## src/rtl/audio_fifo_reader_pkg.sv

```systemverilog
// Shared definitions for the audio FIFO read-side drain.
// Sample width and the 3-bit reader state encoding.
package audio_fifo_reader_pkg;

    localparam int SAMPLE_W = 24;

    typedef enum logic [2:0] {
        ST_IDLE      = 3'd0,
        ST_PRIME     = 3'd1,
        ST_WAIT_TICK = 3'd2,
        ST_RD_L      = 3'd3,
        ST_CAP_L     = 3'd4,
        ST_RD_R      = 3'd5,
        ST_CAP_R     = 3'd6
    } state_t;

    function automatic logic is_running(state_t s);
        return (s == ST_WAIT_TICK) || (s == ST_RD_L) || (s == ST_CAP_L) ||
               (s == ST_RD_R) || (s == ST_CAP_R);
    endfunction

endpackage

```

## src/rtl/audio_fifo_reader_tick_gen.sv

```systemverilog
// Frame tick divider: one-cycle tick every CLK_DIV clocks.
// Shared by the rx and tx audio paths.
module audio_fifo_reader_tick_gen #(
    parameter int CLK_DIV = 1024
) (
    input  logic clk,
    input  logic rst,
    output logic tick
);

    localparam int CW = $clog2(CLK_DIV);
    localparam logic [CW-1:0] LAST = CW'(CLK_DIV - 1);

    logic [CW-1:0] cnt;

    assign tick = (cnt == LAST);

    // free-running 0..CLK_DIV-1 counter
    always_ff @(posedge clk or posedge rst) begin
        if (rst) begin
            cnt <= '0;
        end else if (tick) begin
            cnt <= '0;
        end else begin
            cnt <= cnt + 1'b1;
        end
    end

endmodule

```

## src/rtl/audio_fifo_reader.sv

```systemverilog
// Read-side drain of the 24-bit audio FIFO: primes, pops one L/R
// pair per frame tick, repeats the last pair and counts underruns.
module audio_fifo_reader
    import audio_fifo_reader_pkg::*;
#(
    parameter int CLK_DIV     = 1024,
    parameter int PRIME_TICKS = 4,
    parameter int UCNT_W      = 16
) (
    input  logic                clk,
    input  logic                rst,
    input  logic                enable,
    input  logic [SAMPLE_W-1:0] fifo_q,
    input  logic                fifo_empty,
    output logic                fifo_rd_en,
    output logic [SAMPLE_W-1:0] sample_l,
    output logic [SAMPLE_W-1:0] sample_r,
    output logic                sample_valid,
    output logic                underrun,
    output logic [UCNT_W-1:0]   underrun_count,
    output logic                running
);

    localparam int PW = $clog2(PRIME_TICKS + 1);
    localparam logic [PW-1:0] PRIME_LAST = PW'(PRIME_TICKS - 1);

    state_t state, state_n;
    logic [PW-1:0] prime_cnt, prime_n;
    logic [SAMPLE_W-1:0] left_q, left_n;
    logic [SAMPLE_W-1:0] sl_n, sr_n;
    logic valid_n, urun_n;
    logic [UCNT_W-1:0] ucnt_n, ucnt_sat;
    logic tick;

    audio_fifo_reader_tick_gen #(
        .CLK_DIV(CLK_DIV)
    ) u_tick (
        .clk (clk),
        .rst (rst),
        .tick(tick)
    );

    assign ucnt_sat = (&underrun_count) ? underrun_count
                                        : underrun_count + 1'b1;
    assign fifo_rd_en = ((state == ST_RD_L) || (state == ST_RD_R)) &&
                        !fifo_empty;
    assign running = is_running(state);

    // next state, holding register and registered output values
    always_comb begin
        state_n = state;
        prime_n = prime_cnt;
        left_n  = left_q;
        sl_n    = sample_l;
        sr_n    = sample_r;
        valid_n = 1'b0;
        urun_n  = 1'b0;
        ucnt_n  = underrun_count;
        unique case (state)
            ST_IDLE: begin
                if (enable) begin
                    state_n = ST_PRIME;
                    prime_n = '0;
                end
            end
            ST_PRIME: begin
                if (!enable) begin
                    state_n = ST_IDLE;
                end else if (tick) begin
                    if (fifo_empty) begin
                        prime_n = '0;
                    end else if (prime_cnt == PRIME_LAST) begin
                        state_n = ST_WAIT_TICK;
                    end else begin
                        prime_n = prime_cnt + 1'b1;
                    end
                end
            end
            ST_WAIT_TICK: begin
                if (!enable) begin
                    state_n = ST_IDLE;
                end else if (tick) begin
                    state_n = ST_RD_L;
                end
            end
            ST_RD_L: begin
                if (!fifo_empty) begin
                    state_n = ST_CAP_L;
                end else begin
                    valid_n = 1'b1;
                    urun_n  = 1'b1;
                    ucnt_n  = ucnt_sat;
                    prime_n = '0;
                    state_n = ST_PRIME;
                end
            end
            ST_CAP_L: begin
                left_n  = fifo_q;
                state_n = ST_RD_R;
            end
            ST_RD_R: begin
                // stall here so L/R never swap; a missed frame counts as underrun
                if (!fifo_empty) begin
                    state_n = ST_CAP_R;
                end else if (tick) begin
                    urun_n = 1'b1;
                    ucnt_n = ucnt_sat;
                end
            end
            ST_CAP_R: begin
                sl_n    = left_q;
                sr_n    = fifo_q;
                valid_n = 1'b1;
                state_n = ST_WAIT_TICK;
            end
            default: begin
                state_n = ST_IDLE;
            end
        endcase
    end

    // state and output registers
    always_ff @(posedge clk or posedge rst) begin
        if (rst) begin
            state          <= ST_IDLE;
            prime_cnt      <= '0;
            left_q         <= '0;
            sample_l       <= '0;
            sample_r       <= '0;
            sample_valid   <= 1'b0;
            underrun       <= 1'b0;
            underrun_count <= '0;
        end else begin
            state          <= state_n;
            prime_cnt      <= prime_n;
            left_q         <= left_n;
            sample_l       <= sl_n;
            sample_r       <= sr_n;
            sample_valid   <= valid_n;
            underrun       <= urun_n;
            underrun_count <= ucnt_n;
        end
    end

endmodule

```

## config.mk

```make
export PLATFORM = sky130hd
export DESIGN_NAME = audio_fifo_reader
export DESIGN_NICKNAME = d
export VERILOG_FILES = /design/src/rtl/audio_fifo_reader_pkg.sv /design/src/rtl/audio_fifo_reader_tick_gen.sv /design/src/rtl/audio_fifo_reader.sv
export SDC_FILE = /design/constraint.sdc
export NUM_CORES = 1
export LEC_CHECK = 0
export ABC_CLOCK_PERIOD_IN_PS = 4500
export CAP_MARGIN = 15
export CORE_UTILIZATION = 51
export CTS_CLUSTER_DIAMETER = 80
export DETAILED_ROUTE_END_ITERATION = 8
export HOLD_SLACK_MARGIN = 0.05
export PLACE_DENSITY = 0.79
export SLEW_MARGIN = 20
export SYNTH_ARGS = -nofsm -noshare
export SYNTH_HDL_FRONTEND = slang
export SYNTH_HIERARCHICAL = 1
export SYNTH_SLANG_ARGS = --single-unit
```

## constraint.sdc

```tcl
create_clock -name clk -period 4.5 [get_ports clk]
set_input_delay 0.9 -clock clk [delete_from_list [all_inputs] [get_ports clk]]
set_output_delay 0.9 -clock clk [all_outputs]
set_load 0.01 [all_outputs]
```

==> Yosys cells after proc, flatten, opt, wreduce, memory -nomap -nowiden <==
Index checks and enable logic that the tools add are counted.
W data, S select, Z words.
{ "op_classes": {"reduce_logical": 14, "n_eq_ne": 20, "addsub": 3, "mux": 28} }
{ "ops": {"columns": ["operator", "n"], "rows": [
  ["$mux W16", 4],
  ["$mux W3", 15],
  ["$pmux W16 S2", 1],
  ["$pmux W3 S7", 1],
  ["$add A16 B1 Y16 const B", 1],
  ["$reduce_and A16 Y1", 1],
  ["$ne A3 B3 Y1 const B", 5],
  ["$ne A2 B2 Y1 const B", 7],
  ["$reduce_and A6 Y1", 2],
  ["$add A10 B1 Y10 const B", 1],
  ["$eq A10 B10 Y1 const B", 1],
  ["$mux W10", 1],
  ["$eq A3 B2 Y1 const B", 3],
  ["$eq A3 B3 Y1 const B", 3],
  ["$pmux W3 S3", 1],
  ["$logic_or A1 B1 Y1", 5],
  ["$pmux W1 S2", 2],
  ["$reduce_and A4 Y1", 1],
  ["$add A3 B1 Y3 const B", 1],
  ["$eq A3 B1 Y1 const B", 1],
  ["$logic_not A3 Y1", 1],
  ["$mux W1", 3],
  ["$reduce_bool A3 Y1", 1],
  ["$reduce_bool A2 Y1", 1],
  ["other kinds (2)", 2]
]} }
{ "totals": {"regBits": 106} }

==> Longest topological paths before layout <==
Gate-level depths: netlist of run 1.
{ "logic_depth": {"depth_word": 6, "ltp_mapped": 8, "ltp_nobuf": 8} }

==> Hierarchy <==
Netlist of run 1, hierarchy kept.
{ "modules_own_cells": {"columns": ["module", "area_per_inst_um2", "cells_per_inst", "instances", "seq_area_each_um2"], "rows": [
  ["audio_fifo_reader", 3972.6, 283, 1, 2402.3],
  ["audio_fifo_reader_tick_gen", 465.4, 43, 1, 250.2]
]} }

==> Worst setup path after synthesis of run 1 <==
No wires, ideal clock.
{ "synth_timing": {"path_type": "register -> register", "start": "reg u_tick.cnt[0]", "end": "reg underrun_count[9]", "path_stages_with_launch": 8, "required_time_ps": 4375, "path_buffers": 0, "path_slack_ps": 2352, "arrival_time_ps": 2023, "synth_period_minus_slack_ps": 2148, "cell_sequence": "dfrtp_1 ha_1 inv_1 nor3_2 nand3b_1 a211oi_2 nand4_1 mux2_2"} }
{ "synth_between": {"elab_chain_cells": 3} }
{ "synth_lines": {"columns": ["item", "line_no", "text"], "rows": [
  ["from (decl)", "audio_fifo_reader_tick_gen.sv:14", "logic [CW-1:0] cnt;"],
  ["from (signal assigned)", "audio_fifo_reader_tick_gen.sv:25", "cnt <= cnt + 1'b1;"],
  ["$eq A10 B10 Y1", "audio_fifo_reader_tick_gen.sv:16", "assign tick = (cnt == LAST);"],
  ["named net tick", "audio_fifo_reader.sv:33", "logic tick;"],
  ["$ne A2 B2 Y1 (no source line)", null, null],
  ["$reduce_and A4 Y1 (no source line)", null, null],
  ["to (signal assigned)", "audio_fifo_reader.sv:141", "underrun_count <= ucnt_n;"],
  ["to (decl)", "audio_fifo_reader.sv:20", "output logic [UCNT_W-1:0] underrun_count,"]
]} }
The timed path passes the listed nets, and every way through them passes these cells.
A chain may end at the register's enable or synchronous reset.

==> Worst setup path in the final report of run 1 <==
{ "layout_timing": {"start": "in fifo_empty", "end": "out fifo_rd_en"} }
{ "layout_between": {"elab_chain_cells": 2} }
{ "layout_lines": {"columns": ["item", "line_no", "text"], "rows": [
  ["from (decl)", "audio_fifo_reader.sv:14", "input logic fifo_empty,"],
  ["$logic_not A1 Y1", null, null],
  ["$logic_and A1 B1 Y1", "audio_fifo_reader.sv:45", "assign fifo_rd_en = ((state == ST_RD_L) || (state == ST_RD_R)) &&"],
  ["to (decl)", "audio_fifo_reader.sv:15", "output logic fifo_rd_en,"]
]} }
No other way between the ends.

==> report_table.html, run 1 <==
<table>
<tr><th>Metric</th><th>Value</th></tr>
<tr><th colspan="2">Timing</th></tr>
<tr><td>Headroom to the max-slew limit</td><td>between 40% and 50%</td></tr>
<tr><td>Final WS setup</td><td>between 1 and 1.5 ns</td></tr>
<tr><td>Max Freq</td><td>approximately 0.31 GHz</td></tr>
<tr><td>Share of the cycle needed by the critical path after routing</td><td>between 70 and 80%</td></tr>
<tr><td>Unrepaired setup endpoints after global routing</td><td>no</td></tr>
<tr><td>Setup TNS after final layout</td><td>0 ns</td></tr>
<tr><td>Skew final</td><td>0.008212 ns</td></tr>
<tr><td>Slew @ Worst Pin</td><td>approximately 0.83 ns</td></tr>
<tr><td>Post-layout min period</td><td>3.235 ns</td></tr>
<tr><td>Endpoints failing setup</td><td>0</td></tr>
<tr><td>Final Max Tran Viols</td><td>0</td></tr>
<tr><td>Final count of hold timing violations</td><td>0</td></tr>
<tr><th colspan="2">Logic synthesis</th></tr>
<tr><td>Fraction of the mapped netlist area in simple logic gates</td><td>10.37%</td></tr>
<tr><td>Synth warnings</td><td>6</td></tr>
<tr><td>Flip-flop and latch count after synthesis</td><td>about 110</td></tr>
<tr><td>Gate count after technology mapping</td><td>roughly 330</td></tr>
<tr><td>Post-synth top area cell</td><td>sky130_fd_sc_hd__dfrtp_1</td></tr>
<tr><td>Compound-gate portion of the synthesized area</td><td>4.032%</td></tr>
<tr><td>Portion of the post-synthesis area used by sequential elements</td><td>59.77%</td></tr>
<tr><td>Net Count, Synth</td><td>358</td></tr>
<tr><td>Area of the mapped netlist</td><td>between 4000 and 5000 um^2</td></tr>
<tr><td>Adder and majority cell fraction of the synthesized area</td><td>~1.1%</td></tr>
<tr><td>Distinct cells, synth</td><td>between 40 and 50</td></tr>
<tr><td>Post-synthesis xor/xnor area fraction</td><td>approximately 3.4%</td></tr>
<tr><td>Synth area leaders</td><td>sky130_fd_sc_hd__dfrtp_1 60%, sky130_fd_sc_hd__mux2_2 19%, sky130_fd_sc_hd__xor2_1 1.8%</td></tr>
<tr><td>Average size of a mapped cell</td><td>around 14 um^2</td></tr>
<tr><td>Main flop type after synthesis</td><td>sky130_fd_sc_hd__dfrtp_1</td></tr>
<tr><td>Multiplexer share of the synthesized area</td><td>19.62%</td></tr>
<tr><td>Number of enable-type register cells in the synthesized netlist</td><td>0</td></tr>
<tr><td>Share of the synthesized area in the top cell type</td><td>roughly 60%</td></tr>
<tr><td>Share of flip-flops with an asynchronous set or reset after synthesis</td><td>100.0%</td></tr>
<tr><td>Dominant combinational cell family by area after synthesis</td><td>multiplexers</td></tr>
<tr><th colspan="2">Power and ir drop</th></tr>
<tr><td>Worst supply voltage drop on vdd</td><td>about 0.28 mV</td></tr>
<tr><td>Power density over the cells</td><td>~510 nW/um^2</td></tr>
<tr><td>Power share of the clock group</td><td>around 18%</td></tr>
<tr><td>Power dissipated by switching net loads</td><td>0.8131 mW</td></tr>
<tr><td>Proportion of power drawn by flip-flops and latches</td><td>roughly 49%</td></tr>
<tr><td>Static Leakage</td><td>between 2 and 2.5 nW</td></tr>
<tr><td>Switching fraction of total power</td><td>28.10%</td></tr>
<tr><td>Int Pwr</td><td>2.081 mW</td></tr>
<tr><td>Combinational power share</td><td>between 30% and 40%</td></tr>
<tr><th colspan="2">Global routing</th></tr>
<tr><td>Maximum number of pins on one net before global-route repair</td><td>50</td></tr>
<tr><td>Vias in the first global route</td><td>about 2,900</td></tr>
<tr><td>First-pass GRT wire length</td><td>between 10 and 15 mm</td></tr>
<tr><td>Initial antenna violation count</td><td>0</td></tr>
<tr><td>Sum of overflow across all layers after global routing</td><td>0</td></tr>
<tr><td>Aggregate global-route resource usage</td><td>about 20%</td></tr>
<tr><th colspan="2">Setup path</th></tr>
<tr><td>Delay-heaviest family, CP</td><td>buffers and inverters</td></tr>
<tr><td>Arrival time of the worst setup path</td><td>2.33 ns</td></tr>
<tr><td>Critical path required time</td><td>approximately 3.6 ns</td></tr>
<tr><td>Critical-path cell with the highest stage delay</td><td>sky130_fd_sc_hd__clkdlybuf4s50_1</td></tr>
<tr><td>Buffers plus inverters on the worst setup path</td><td>2</td></tr>
<tr><td>Slowest stage delay, CP</td><td>0.56 ns</td></tr>
<tr><td>Cells along the critical path</td><td>clkdlybuf4s50_1 &gt; nand2b_1 &gt; a21oi_1 &gt; clkdlybuf4s50_1</td></tr>
<tr><td>Setup CP Type</td><td>input pin to output pin</td></tr>
<tr><td>Crit end category</td><td>output pin</td></tr>
<tr><td>Most Frequent Cell on Critical Path</td><td>sky130_fd_sc_hd__clkdlybuf4s50_1</td></tr>
<tr><td>Category of the worst setup path launch point</td><td>input pin</td></tr>
<tr><td>Maximum fanout encountered on the critical timing path</td><td>7</td></tr>
<tr><th colspan="2">Clock network</th></tr>
<tr><td>Max H-tree Level</td><td>3</td></tr>
<tr><td>Hold-fix buffers at CTS</td><td>0</td></tr>
<tr><td>CTS buffer count</td><td>9</td></tr>
<tr><td>Bufs on Longest Clock Path</td><td>2</td></tr>
<tr><td>CTS tree</td><td>yes</td></tr>
<tr><td>Clock insertion delay at the later pin of the skew report</td><td>0.35 ns</td></tr>
<tr><td>Cts repair resizes</td><td>0</td></tr>
<tr><td>Setup Buffers After CTS</td><td>0</td></tr>
<tr><td>Clock sink count</td><td>about 110</td></tr>
<tr><td>Cell at the root of the clock tree</td><td>sky130_fd_sc_hd__clkbuf_8</td></tr>
<tr><td>Clock-pin slew on the worst setup and hold paths</td><td>0.09 ns</td></tr>
<tr><th colspan="2">Layout</th></tr>
<tr><td>Synth-to-layout area growth</td><td>27.94%</td></tr>
<tr><td>Antenna diodes</td><td>0</td></tr>
<tr><td>Number of standard cells in the layout, taps in and fillers out</td><td>about 540</td></tr>
<tr><td>Fraction of final layout cells with drive strength greater than 1</td><td>roughly a quarter</td></tr>
<tr><td>Final #Nets</td><td>~460</td></tr>
<tr><th colspan="2">Route</th></tr>
<tr><td>Routed via count divided by cell count</td><td>between 5 and 6</td></tr>
<tr><td>Number of antenna-violating nets in the routed design</td><td>0</td></tr>
<tr><td>Post-detailed-route wirelength per cell</td><td>15.91 um</td></tr>
<tr><td>Number of search-and-repair iterations in the first detailed-routing pass</td><td>5</td></tr>
<tr><td>Number of DRC violations after detailed routing</td><td>0</td></tr>
<tr><td>Final wirelength</td><td>around 8.5 mm</td></tr>
<tr><td>Initial DRC Count</td><td>100</td></tr>
<tr><td>Total vias in the final route</td><td>2,909</td></tr>
<tr><th colspan="2">Place</th></tr>
<tr><td>Global placer's final weighted congestion</td><td>between 0.7 and 0.8</td></tr>
<tr><td>Number of I/O port buffers</td><td>between 90 and 100</td></tr>
<tr><td>Minimum setup slack after placement</td><td>between 1 and 1.5 ns</td></tr>
<tr><td>Total half-perimeter wirelength after legalization and detailed placement</td><td>between 5 and 6 mm</td></tr>
<tr><td>Post-Place Cells</td><td>a little over 500</td></tr>
<tr><th colspan="2">Die</th></tr>
<tr><td>Ports</td><td>between 90 and 100</td></tr>
<tr><td>Horizontal die dimension</td><td>roughly 95 um</td></tr>
<tr><td>Die Outline Area</td><td>9079 um^2</td></tr>
<tr><td>Core outline area</td><td>between 8000 and 9000 um^2</td></tr>
<tr><td>Num rows</td><td>33</td></tr>
<tr><td>Vertical die dimension</td><td>95.29 um</td></tr>
<tr><td>Initial Util</td><td>53.48%</td></tr>
<tr><th colspan="2">Flow run</th></tr>
<tr><td>Number of max-cap violations</td><td>0</td></tr>
<tr><th colspan="2">Min path</th></tr>
<tr><td>Kind of path behind the tightest hold check</td><td>flip-flop to flip-flop</td></tr>
<tr><th colspan="2">Status</th></tr>
<tr><td>Run status</td><td>finished clean</td></tr>
</table>
==> worst paths after layout <==
kind                            depth (start not counted)                end          start  slack (ns)
worst min-delay path                                    1        sample_l[3]      left_q[3]        0.50
worst max-delay path                                    4         fifo_rd_en     fifo_empty        1.27
worst max register to register                          7  underrun_count[5]  u_tick/cnt[0]        1.90
max in group asynchronous                               3       sample_r[11]            rst        2.75
min in group asynchronous                               2      u_tick/cnt[9]            rst        0.88
worst min register to register                          1        sample_l[3]      left_q[3]        0.50
==> power groups by stage <==
| stage | Clock, mW | Combinational [mW] | Sequential [mW] |
|---|---|---|---|
| 2_1_floorplan | 0 | 0.442 | 1.48 |
| 6_report | 0.509 | 0.956 | 1.43 |
| 3_5_place_dp | 0 | 0.969 | 1.45 |
| 4_1_cts | 0.536 | 0.971 | 1.43 |
| 5_1_grt | 0.567 | 1.03 | 1.47 |
| 3_3_place_gp | 0 | 0.939 | 1.43 |
==> cell families (layout without fill, tap and decap cells) <==
logic type,count (synthesis),after routing
adder cells (fa/ha/maj),4,4
flip-flops,106,106
AO/OA/AOI/OAI,27,27
buffers and inverters,18,122
multiplexers,77,77
AND/OR/NAND/NOR,77,77
XOR/XNOR,17,17
==> cells in the mapped netlist (2+ instances only) <==
library cell / count
sky130_fd_sc_hd__dfrtp_1: 106
sky130_fd_sc_hd__mux2_2: 76
sky130_fd_sc_hd__nand3_1: 14
sky130_fd_sc_hd__nand2_1: 11
sky130_fd_sc_hd__xor2_1: 9
sky130_fd_sc_hd__inv_1: 8
sky130_fd_sc_hd__nor2_1: 8
sky130_fd_sc_hd__xnor2_1: 8
sky130_fd_sc_hd__buf_2: 7
sky130_fd_sc_hd__nand4_1: 7
sky130_fd_sc_hd__a21oi_1: 6
sky130_fd_sc_hd__nand2b_1: 6
sky130_fd_sc_hd__o21ai_0: 6
sky130_fd_sc_hd__ha_1: 4
sky130_fd_sc_hd__nor3_1: 4
sky130_fd_sc_hd__nor4_1: 4
sky130_fd_sc_hd__a31oi_1: 3
sky130_fd_sc_hd__and3_1: 3
sky130_fd_sc_hd__clkbuf_1: 3
sky130_fd_sc_hd__nand3b_1: 3
sky130_fd_sc_hd__or3_1: 3
sky130_fd_sc_hd__a21o_1: 2
sky130_fd_sc_hd__and4_1: 2
sky130_fd_sc_hd__nand4_2: 2
sky130_fd_sc_hd__nor2b_1: 2
sky130_fd_sc_hd__o211ai_1: 2
==> sequential cells by signal, summed over array words and instances, names as in the netlist <==
| name | flops |
|---|---|
| left_q | 24 |
| sample_l | 24 |
| sample_r | 24 |
| underrun_count | 16 |
| u_tick/cnt | 10 |
| prime_cnt | 3 |
| state | 3 |
| sample_valid | 1 |
| underrun | 1 |
==> placed cells by master, fill, tap and decap left out, types with 7 or more instances in the layout <==
cell type,netlist,final
sky130_fd_sc_hd__nand2_1,11,11
sky130_fd_sc_hd__nand4_1,7,7
sky130_fd_sc_hd__nand3_1,14,14
sky130_fd_sc_hd__dfrtp_1,106,106
sky130_fd_sc_hd__inv_1,8,7
sky130_fd_sc_hd__clkbuf_8,0,10
sky130_fd_sc_hd__mux2_2,76,76
sky130_fd_sc_hd__nor2_1,8,7
sky130_fd_sc_hd__xor2_1,9,9
sky130_fd_sc_hd__xnor2_1,8,8
sky130_fd_sc_hd__clkdlybuf4s50_1,0,95
==> routing by layer <==
layer / GRT usage [%] / vias up / share of wire [%]
met2: 33.51 / 76 / 49
met4: 5.682 / 0 / 0.95
li1: - / 1365 / -
met1: 25.04 / 1462 / 44
met3: 5.104 / 6 / 5.5
met5: 0 / - / 0
==> per-stage QoR <==
step	utilization (%)	total power [mW]	cell area [um^2]	hold WS (ns)
5_1_grt	68.42	3.074	5678	0.5178
2_1_floorplan	-	1.924	4438	0.4675
6_report	68.42	2.894	5678	0.5050
4_1_cts	68.42	2.938	5678	0.5097
3_5_place_dp	66.43	2.420	5513	0.4892
3_3_place_gp	66.43	2.369	5513	0.4810
==> cell type report <==
cell class                 count  area, um^2
sequential                   106        2653
tap                          105       131.4
clock inverter                 2       12.51
clock buffer                  14       152.6
multi-input combinational    202        1712
timing repair buffer          98       985.9
inverter                       8       31.28
fill                         649        2621
No activity file was read; power rests on OpenSTA's default activity.
==> inputs of run 2 (changes only) <==
--- a/config.mk
+++ b/config.mk
@@ -5,7 +5,7 @@
 export SDC_FILE = /design/constraint.sdc
 export NUM_CORES = 1
 export LEC_CHECK = 0
-export ABC_CLOCK_PERIOD_IN_PS = 4500
+export ABC_CLOCK_PERIOD_IN_PS = 3100
 export CAP_MARGIN = 15
 export CORE_UTILIZATION = 51
 export CTS_CLUSTER_DIAMETER = 80
==> constraint.sdc (replaced) <==
create_clock -name clk -period 3.1 [get_ports clk]
set_input_delay 0.62 -clock clk [delete_from_list [all_inputs] [get_ports clk]]
set_output_delay 0.62 -clock clk [all_outputs]
set_load 0.01 [all_outputs]
==> run 2 against run 1 <==
Worst setup slack got worse by 0.85 ns. Clock-buffer cell count decreased by 4. Largest power group unchanged. Highest routed layer unchanged. Critical path type unchanged. Clock power increased by 62%.
==> report_table.html, run 2 (synthesized netlist as in run 1, its figures left out) <==
<table>
<tr><th>Metric</th><th>Value</th></tr>
<tr><th colspan="2">Setup path</th></tr>
<tr><td>Number of cells on the worst reg-to-reg path</td><td>8 (+1)</td></tr>
<tr><td>Origin of the critical flop-to-flop path</td><td>u_tick/cnt[0]</td></tr>
<tr><td>Setup CP Type</td><td>input pin to output pin</td></tr>
<tr><td>Critical path required time</td><td>2.48 ns (-1.12 ns)</td></tr>
<tr><td>Crit end category</td><td>output pin</td></tr>
<tr><td>Destination of the worst register-to-register timing path</td><td>underrun_count[9]</td></tr>
<tr><td>Internal reg-to-reg setup slack</td><td>0.85 ns (-1.05 ns)</td></tr>
<tr><td>Category of the worst setup path launch point</td><td>input pin</td></tr>
<tr><td>Maximum fanout encountered on the critical timing path</td><td>7 (unchanged)</td></tr>
<tr><td>Arrival time of the worst setup path</td><td>2.07 ns (-0.26 ns)</td></tr>
<tr><th colspan="2">Die</th></tr>
<tr><td>Vertical die dimension</td><td>95.29 um (unchanged)</td></tr>
<tr><td>Initial Util</td><td>53.48% (unchanged)</td></tr>
<tr><td>Num rows</td><td>33 (unchanged)</td></tr>
<tr><td>Core outline area</td><td>8299 um^2 (unchanged)</td></tr>
<tr><td>Ports</td><td>96 (unchanged)</td></tr>
<tr><td>Horizontal die dimension</td><td>95.29 um (unchanged)</td></tr>
<tr><td>Die Outline Area</td><td>9079 um^2 (unchanged)</td></tr>
<tr><th colspan="2">Power and ir drop</th></tr>
<tr><td>Proportion of power drawn by flip-flops and latches</td><td>48.4% (-1.0 points)</td></tr>
<tr><td>Static Leakage</td><td>2.487 nW (+0.55%)</td></tr>
<tr><td>Power share of the clock group</td><td>19.2% (+1.6 points)</td></tr>
<tr><td>Combinational power share</td><td>32.4% (-0.6 points)</td></tr>
<tr><td>Worst supply voltage drop on vdd</td><td>0.4122 mV (+47%)</td></tr>
<tr><td>Power density over the cells</td><td>750.3 nW/um^2 (+47%)</td></tr>
<tr><td>Int Pwr</td><td>3.078 mW (+48%)</td></tr>
<tr><td>Switching fraction of total power</td><td>28.20% (+0.097 points)</td></tr>
<tr><td>Power dissipated by switching net loads</td><td>1.209 mW (+49%)</td></tr>
<tr><th colspan="2">Layout</th></tr>
<tr><td>Most common library cell in the layout ignoring fill and taps</td><td>sky130_fd_sc_hd__dfrtp_1</td></tr>
<tr><td>Number of standard cells in the layout, taps in and fillers out</td><td>537 (+0.37%)</td></tr>
<tr><td>Antenna diodes</td><td>0 (unchanged)</td></tr>
<tr><td>Final #Nets</td><td>459 (+0.44%)</td></tr>
<tr><td>Most used cells in the layout excluding fill and tap cells</td><td>106 x sky130_fd_sc_hd__dfrtp_1, 95 x sky130_fd_sc_hd__clkdlybuf4s50_1, 76 x sky130_fd_sc_hd__mux2_2</td></tr>
<tr><td>Synth-to-layout area growth</td><td>28.73%</td></tr>
<tr><td>Post-route cell area</td><td>5713 um^2 (+0.62%)</td></tr>
<tr><td>Largest registers</td><td>left_q: 24 flops, sample_l: 24 flops, sample_r: 24 flops</td></tr>
<tr><td>Fraction of final layout cells with drive strength greater than 1</td><td>24.77% (+1.0 points)</td></tr>
<tr><th colspan="2">Clock network</th></tr>
<tr><td>Max H-tree Level</td><td>3 (unchanged)</td></tr>
<tr><td>CTS buffer count</td><td>9 (unchanged)</td></tr>
<tr><td>CTS tree</td><td>yes</td></tr>
<tr><td>Hold-fix buffers at CTS</td><td>0 (unchanged)</td></tr>
<tr><td>Clock sink count</td><td>106 (unchanged)</td></tr>
<tr><td>Bufs on Longest Clock Path</td><td>2 (unchanged)</td></tr>
<tr><td>Setup Buffers After CTS</td><td>0 (unchanged)</td></tr>
<tr><td>Cell at the root of the clock tree</td><td>sky130_fd_sc_hd__clkbuf_8</td></tr>
<tr><td>Clock insertion delay at the later pin of the skew report</td><td>0.35 ns (about the same)</td></tr>
<tr><td>Clock-pin slew on the worst setup and hold paths</td><td>0.09 ns (about the same)</td></tr>
<tr><td>Cts repair resizes</td><td>0 (unchanged)</td></tr>
<tr><th colspan="2">Global routing</th></tr>
<tr><td>Initial antenna violation count</td><td>0 (unchanged)</td></tr>
<tr><td>M1 GR Usage</td><td>27.64% (+2.6 points)</td></tr>
<tr><td>First-pass GRT wire length</td><td>14.19 mm (+4.1%)</td></tr>
<tr><td>GR peak layer</td><td>met2</td></tr>
<tr><td>Maximum number of pins on one net before global-route repair</td><td>56 (+12%)</td></tr>
<tr><td>Aggregate global-route resource usage</td><td>20.51% (+0.70 points)</td></tr>
<tr><td>Met3 track utilization from global routing</td><td>3.509% (-1.6 points)</td></tr>
<tr><td>Sum of overflow across all layers after global routing</td><td>0 (unchanged)</td></tr>
<tr><td>Met2 global-route usage</td><td>32.26% (-1.2 points)</td></tr>
<tr><td>Vias in the first global route</td><td>2,967 (+3.5%)</td></tr>
<tr><th colspan="2">Route</th></tr>
<tr><td>Final wirelength</td><td>8.608 mm (+1.1%)</td></tr>
<tr><td>Number of antenna-violating nets in the routed design</td><td>0 (unchanged)</td></tr>
<tr><td>Initial DRC Count</td><td>103 (+3.0%)</td></tr>
<tr><td>Total vias in the final route</td><td>2,973 (+2.2%)</td></tr>
<tr><td>Post-detailed-route wirelength per cell</td><td>16.03 um (+0.75%)</td></tr>
<tr><td>Routed via count divided by cell count</td><td>5.536 (+1.8%)</td></tr>
<tr><td>Number of DRC violations after detailed routing</td><td>0 (unchanged)</td></tr>
<tr><td>Number of search-and-repair iterations in the first detailed-routing pass</td><td>4 (-1)</td></tr>
<tr><th colspan="2">Timing</th></tr>
<tr><td>Max Freq</td><td>around 0.37 GHz</td></tr>
<tr><td>Slew @ Worst Pin</td><td>0.6730 ns (-0.1521 ns)</td></tr>
<tr><td>Headroom to the max-slew limit</td><td>55.13% (+10 points)</td></tr>
<tr><td>Skew final</td><td>0.01276 ns (+0.004545 ns)</td></tr>
<tr><td>Endpoints failing setup</td><td>0 (unchanged)</td></tr>
<tr><td>Final count of hold timing violations</td><td>0 (unchanged)</td></tr>
<tr><td>Post-layout min period</td><td>between 2 and 3 ns</td></tr>
<tr><td>Final Max Tran Viols</td><td>0 (unchanged)</td></tr>
<tr><td>Setup TNS after final layout</td><td>0 ns (unchanged)</td></tr>
<tr><td>Unrepaired setup endpoints after global routing</td><td>no</td></tr>
<tr><td>Share of the cycle needed by the critical path after routing</td><td>86.73%</td></tr>
<tr><th colspan="2">Place</th></tr>
<tr><td>Global placer's final weighted congestion</td><td>0.8129 (+4.3%)</td></tr>
<tr><td>Number of I/O port buffers</td><td>95 (unchanged)</td></tr>
<tr><td>Total half-perimeter wirelength after legalization and detailed placement</td><td>5.962 mm (+2.9%)</td></tr>
<tr><td>Standard cell area after detailed placement</td><td>5518 um^2 (about the same)</td></tr>
<tr><td>Post-Place Cells</td><td>521 (+0.39%)</td></tr>
<tr><th colspan="2">Min path</th></tr>
<tr><td>Min-Delay Startpoint</td><td>u_tick/cnt[8]</td></tr>
<tr><td>Worst Hold Path EP</td><td>u_tick/cnt[8]</td></tr>
<tr><td>Cell count of the worst hold path</td><td>1 (unchanged)</td></tr>
<tr><td>Kind of path behind the tightest hold check</td><td>flip-flop to flip-flop</td></tr>
<tr><th colspan="2">Flow run</th></tr>
<tr><td>Number of max-cap violations</td><td>0 (unchanged)</td></tr>
<tr><th colspan="2">Status</th></tr>
<tr><td>Run status</td><td>finished clean</td></tr>
</table>
run 2: changes by cell type in the layout (fill, tap and decap cells not counted), moves of 2 or more:
cell                         delta
sky130_fd_sc_hd__buf_4          +3
sky130_fd_sc_hd__clkbuf_1       -3
sky130_fd_sc_hd__clkinv_4       +2
sky130_fd_sc_hd__clkinvlp_4     +2
run 2: how the worst max path moves through the flow:
stage	to	depth (start not counted)	start
2_1_floorplan	underrun_count[9]	7	u_tick/cnt[0]
3_3_place_gp	fifo_rd_en	4	fifo_empty
3_5_place_dp	fifo_rd_en	4	fifo_empty
4_1_cts	fifo_rd_en	4	fifo_empty
5_1_grt	fifo_rd_en	4	fifo_empty
6_report	fifo_rd_en	4	fifo_empty
run 2: layout make-up:
cell class,instances,area [um^2]
Tap cell,105,131.4
Inverter,8,33.78
Clock buffer,10,127.6
Multi-Input combinational cell,202,1712
Sequential cell,106,2653
Timing Repair Buffer,100,988.4
Clock inverter,6,67.56
Fill cell,619,2586
run 2: power by group through the flow:
stage	registers (mW)	clock network (mW)	logic, mW
final	2.07	0.824	1.39
after global routing	2.14	0.916	1.51
after CTS	2.08	0.850	1.41
after detailed placement	2.11	0	1.41
after global placement	2.08	0	1.36
after floorplan	2.15	0	0.642
run 2: worst max-delay path, cell delays in order:
cell and delay [ns]:
sky130_fd_sc_hd__clkdlybuf4s50_1 0.52, sky130_fd_sc_hd__nand2b_1 0.23, sky130_fd_sc_hd__a21oi_1 0.14, sky130_fd_sc_hd__clkdlybuf4s50_1 0.56
run 2: routing by layer:
metal | share of wire (%) | wire [um]
met1 | 44 | 3779
met2 | 47 | 4086
met3 | 5.9 | 512
met4 | 2.7 | 229
met5 | 0 | 0
run 2: metrics by stage:
stage          utilization, %  worst slack, ns  total power [mW]  hold WS (ns)
2_1_floorplan               -           0.9522             2.793        0.4602
3_3_place_gp            66.49           0.4381             3.441        0.4803
3_5_place_dp            66.49           0.4249             3.516        0.4916
4_1_cts                 68.84           0.4055             4.344        0.5082
5_1_grt                 68.84           0.3408             4.559        0.5255
6_report                68.84           0.4113             4.287        0.5019
==> inputs of run 3 (changes only) <==
--- a/config.mk
+++ b/config.mk
@@ -5,14 +5,12 @@
 export SDC_FILE = /design/constraint.sdc
 export NUM_CORES = 1
 export LEC_CHECK = 0
-export ABC_CLOCK_PERIOD_IN_PS = 3100
-export CAP_MARGIN = 15
-export CORE_UTILIZATION = 51
+export ABC_CLOCK_PERIOD_IN_PS = 2300
+export CORE_UTILIZATION = 46
 export CTS_CLUSTER_DIAMETER = 80
 export DETAILED_ROUTE_END_ITERATION = 8
 export HOLD_SLACK_MARGIN = 0.05
-export PLACE_DENSITY = 0.79
-export SLEW_MARGIN = 20
+export PLACE_DENSITY = 0.75
 export SYNTH_ARGS = -nofsm -noshare
 export SYNTH_HDL_FRONTEND = slang
 export SYNTH_HIERARCHICAL = 1
==> constraint.sdc (replaced) <==
create_clock -name clk -period 2.3 [get_ports clk]
set_input_delay 0.46 -clock clk [delete_from_list [all_inputs] [get_ports clk]]
set_output_delay 0.46 -clock clk [all_outputs]
set_load 0.01 [all_outputs]
==> run 3 against run 2 <==
Cell area is 1.7% higher. Die area is 11% higher. Sequential share of layout area is 0.76 points lower. Worst hold slack worse by 0.042 ns. Clock-buffer cell count is 1 lower. Utilization is 6.3 points lower. Critical endpoint unchanged. Highest routed layer unchanged.
==> report_table.html, run 3 (synthesized netlist as in run 1, its figures left out) <==
<table>
<tr><th>Metric</th><th>Value</th></tr>
<tr><th colspan="2">Route</th></tr>
<tr><td>Number of DRC violations after detailed routing</td><td>0 (unchanged)</td></tr>
<tr><td>Final wirelength</td><td>8.123 mm (-5.6%)</td></tr>
<tr><td>Post-detailed-route wirelength per cell</td><td>14.38 um (-10%)</td></tr>
<tr><td>Routed via count divided by cell count</td><td>5.115 (-7.6%)</td></tr>
<tr><td>Initial DRC Count</td><td>64 (-38%)</td></tr>
<tr><td>Number of antenna-violating nets in the routed design</td><td>0 (unchanged)</td></tr>
<tr><td>Number of search-and-repair iterations in the first detailed-routing pass</td><td>4 (unchanged)</td></tr>
<tr><td>Total vias in the final route</td><td>2,890 (-2.8%)</td></tr>
<tr><th colspan="2">Layout</th></tr>
<tr><td>Largest registers</td><td>left_q: 24 flops, sample_l: 24 flops, sample_r: 24 flops</td></tr>
<tr><td>Most common library cell in the layout ignoring fill and taps</td><td>sky130_fd_sc_hd__dfrtp_1</td></tr>
<tr><td>Antenna diodes</td><td>0 (unchanged)</td></tr>
<tr><td>Synth-to-layout area growth</td><td>30.87%</td></tr>
<tr><td>Final #Nets</td><td>465 (+1.3%)</td></tr>
<tr><td>Filler Cell Count</td><td>784 (+27%)</td></tr>
<tr><td>Most used cells in the layout excluding fill and tap cells</td><td>106 x sky130_fd_sc_hd__dfrtp_1, 95 x sky130_fd_sc_hd__clkdlybuf4s50_1, 76 x sky130_fd_sc_hd__mux2_2</td></tr>
<tr><td>Number of standard cells in the layout, taps in and fillers out</td><td>565 (+5.2%)</td></tr>
<tr><td>Fraction of final layout cells with drive strength greater than 1</td><td>25.69% (+0.92 points)</td></tr>
<tr><th colspan="2">Status</th></tr>
<tr><td>Run status</td><td>finished clean</td></tr>
<tr><th colspan="2">Timing</th></tr>
<tr><td>Hold WS</td><td>0.4597 ns (-0.04228 ns)</td></tr>
<tr><td>Final Max Tran Viols</td><td>0 (unchanged)</td></tr>
<tr><td>Max Freq</td><td>roughly 0.46 GHz</td></tr>
<tr><td>Final count of hold timing violations</td><td>0 (unchanged)</td></tr>
<tr><td>Slew @ Worst Pin</td><td>0.5106 ns (-0.1624 ns)</td></tr>
<tr><td>Skew final</td><td>0.01061 ns (-0.002150 ns)</td></tr>
<tr><td>Share of the cycle needed by the critical path after routing</td><td>between 90% and 100%</td></tr>
<tr><td>Endpoints failing setup</td><td>0 (unchanged)</td></tr>
<tr><td>Headroom to the max-slew limit</td><td>65.96% (+11 points)</td></tr>
<tr><td>Post-layout min period</td><td>2.165 ns</td></tr>
<tr><td>Unrepaired setup endpoints after global routing</td><td>yes</td></tr>
<tr><th colspan="2">Power and ir drop</th></tr>
<tr><td>Proportion of power drawn by flip-flops and latches</td><td>46.7% (-1.7 points)</td></tr>
<tr><td>Power dissipated by switching net loads</td><td>1.595 mW (+32%)</td></tr>
<tr><td>Combinational power share</td><td>33.0% (+0.6 points)</td></tr>
<tr><td>Int Pwr</td><td>4.275 mW (+39%)</td></tr>
<tr><td>Switching fraction of total power</td><td>27.17% (-1.0 points)</td></tr>
<tr><td>Power density over the cells</td><td>1011 nW/um^2 (+35%)</td></tr>
<tr><td>Static Leakage</td><td>2.534 nW (+1.9%)</td></tr>
<tr><td>Worst supply voltage drop on vdd</td><td>0.4869 mV (+18%)</td></tr>
<tr><td>Power share of the clock group</td><td>20.3% (+1.1 points)</td></tr>
<tr><th colspan="2">Flow run</th></tr>
<tr><td>Number of max-cap violations</td><td>0 (unchanged)</td></tr>
<tr><th colspan="2">Setup path</th></tr>
<tr><td>Setup CP Type</td><td>input pin to output pin</td></tr>
<tr><td>Arrival time of the worst setup path</td><td>1.70 ns (-0.37 ns)</td></tr>
<tr><td>Crit end category</td><td>output pin</td></tr>
<tr><td>Category of the worst setup path launch point</td><td>input pin</td></tr>
<tr><td>Critical path required time</td><td>1.84 ns (-0.64 ns)</td></tr>
<tr><td>Maximum fanout encountered on the critical timing path</td><td>3 (-4)</td></tr>
<tr><th colspan="2">Clock network</th></tr>
<tr><td>CTS tree</td><td>yes</td></tr>
<tr><td>Hold-fix buffers at CTS</td><td>0 (unchanged)</td></tr>
<tr><td>Setup Buffers After CTS</td><td>0 (unchanged)</td></tr>
<tr><td>Cts repair resizes</td><td>0 (unchanged)</td></tr>
<tr><td>Max H-tree Level</td><td>3 (unchanged)</td></tr>
<tr><td>CTS buffer count</td><td>9 (unchanged)</td></tr>
<tr><td>Clock sink count</td><td>106 (unchanged)</td></tr>
<tr><td>Clock-pin slew on the worst setup and hold paths</td><td>0.10 ns (about the same)</td></tr>
<tr><td>Bufs on Longest Clock Path</td><td>2 (unchanged)</td></tr>
<tr><td>Clock insertion delay at the later pin of the skew report</td><td>0.35 ns (about the same)</td></tr>
<tr><td>Cell at the root of the clock tree</td><td>sky130_fd_sc_hd__clkbuf_8</td></tr>
<tr><th colspan="2">Global routing</th></tr>
<tr><td>Vias in the first global route</td><td>2,902 (-2.2%)</td></tr>
<tr><td>Aggregate global-route resource usage</td><td>17.58% (-2.9 points)</td></tr>
<tr><td>Sum of overflow across all layers after global routing</td><td>0 (unchanged)</td></tr>
<tr><td>First-pass GRT wire length</td><td>13.86 mm (-2.4%)</td></tr>
<tr><td>Maximum number of pins on one net before global-route repair</td><td>56 (unchanged)</td></tr>
<tr><td>Initial antenna violation count</td><td>0 (unchanged)</td></tr>
<tr><th colspan="2">Die</th></tr>
<tr><td>Vertical die dimension</td><td>100.2 um (+5.2%)</td></tr>
<tr><td>Num rows</td><td>35 (+6.1%)</td></tr>
<tr><td>Initial Util</td><td>47.80% (-5.7 points)</td></tr>
<tr><td>Horizontal die dimension</td><td>100.2 um (+5.2%)</td></tr>
<tr><td>Core outline area</td><td>9284 um^2 (+12%)</td></tr>
<tr><td>Die Outline Area</td><td>10,050 um^2 (+11%)</td></tr>
<tr><td>Ports</td><td>96 (unchanged)</td></tr>
<tr><th colspan="2">Place</th></tr>
<tr><td>Total half-perimeter wirelength after legalization and detailed placement</td><td>5.675 mm (-4.8%)</td></tr>
<tr><td>Global placer's final weighted congestion</td><td>0.8448 (+3.9%)</td></tr>
<tr><td>Post-Place Cells</td><td>551 (+5.8%)</td></tr>
<tr><td>Number of I/O port buffers</td><td>95 (unchanged)</td></tr>
<tr><th colspan="2">Min path</th></tr>
<tr><td>Kind of path behind the tightest hold check</td><td>input pin to async pin</td></tr>
</table>
==> run 3: power by group through the flow <==
stage	clock network [mW]	logic [mW]	registers (mW)
2_1_floorplan	0	0.865	2.90
3_3_place_gp	0	1.92	2.76
3_5_place_dp	0	1.96	2.79
4_1_cts	1.24	1.97	2.75
5_1_grt	1.31	2.11	2.82
6_report	1.19	1.94	2.74
==> run 3: cell type report <==
class / count / area, um^2 / share of cell area [%]
clock buffers: 9 / 123.9 / 2.133
clock inverters: 5 / 78.83 / 1.357
inverters: 8 / 33.78 / 0.5816
multi-input cells: 202 / 1712 / 29.47
flip-flops and latches: 106 / 2653 / 45.67
well taps: 129 / 161.4 / 2.779
repair buffers: 106 / 1046 / 18.01
==> run 3: path summary, 6_finish.rpt <==
kind | from | to | slack [ns] | cells after the start
setup reg to reg | u_tick/cnt[0] | underrun_count[4] | 0.20 | 7
hold / removal | rst | u_tick/cnt[4] | 0.46 | 2
hold reg to reg | left_q[12] | sample_l[12] | 0.50 | 1
setup / recovery | fifo_empty | fifo_rd_en | 0.14 | 4
max in group asynchronous | rst | sample_l[15] | 1.28 | 3
min in group clk | left_q[12] | sample_l[12] | 0.50 | 1
==> run 3: stage by stage <==
stage | cell area (um^2) | utilization, % | total power [mW] | setup TNS [ns] | worst slack, ns
global route | 5808 | 62.56 | 6.234 | -0.05764 | -0.03221
floorplan | 4442 | - | 3.765 | 0 | 0.1522
CTS | 5808 | 62.56 | 5.956 | 0 | 0.1202
finish | 5808 | 62.56 | 5.870 | 0 | 0.1353
global placement | 5605 | 60.38 | 4.675 | 0 | 0.1481
detailed placement | 5605 | 60.38 | 4.753 | 0 | 0.1474
==> run 3: per-layer routing <==
metal | share of wire, % | track usage, %
met1 | 47 | 23.98
met5 | 0 | 0
met4 | 1.0 | 5.463
met3 | 4.3 | 4.109
met2 | 47 | 27.98
==> run 3: critical path, cell delays in order <==
cell and delay, ns:
sky130_fd_sc_hd__clkdlybuf4s50_1 0.41, sky130_fd_sc_hd__nand2b_1 0.17, sky130_fd_sc_hd__a21oi_1 0.12, sky130_fd_sc_hd__clkdlybuf4s50_1 0.55
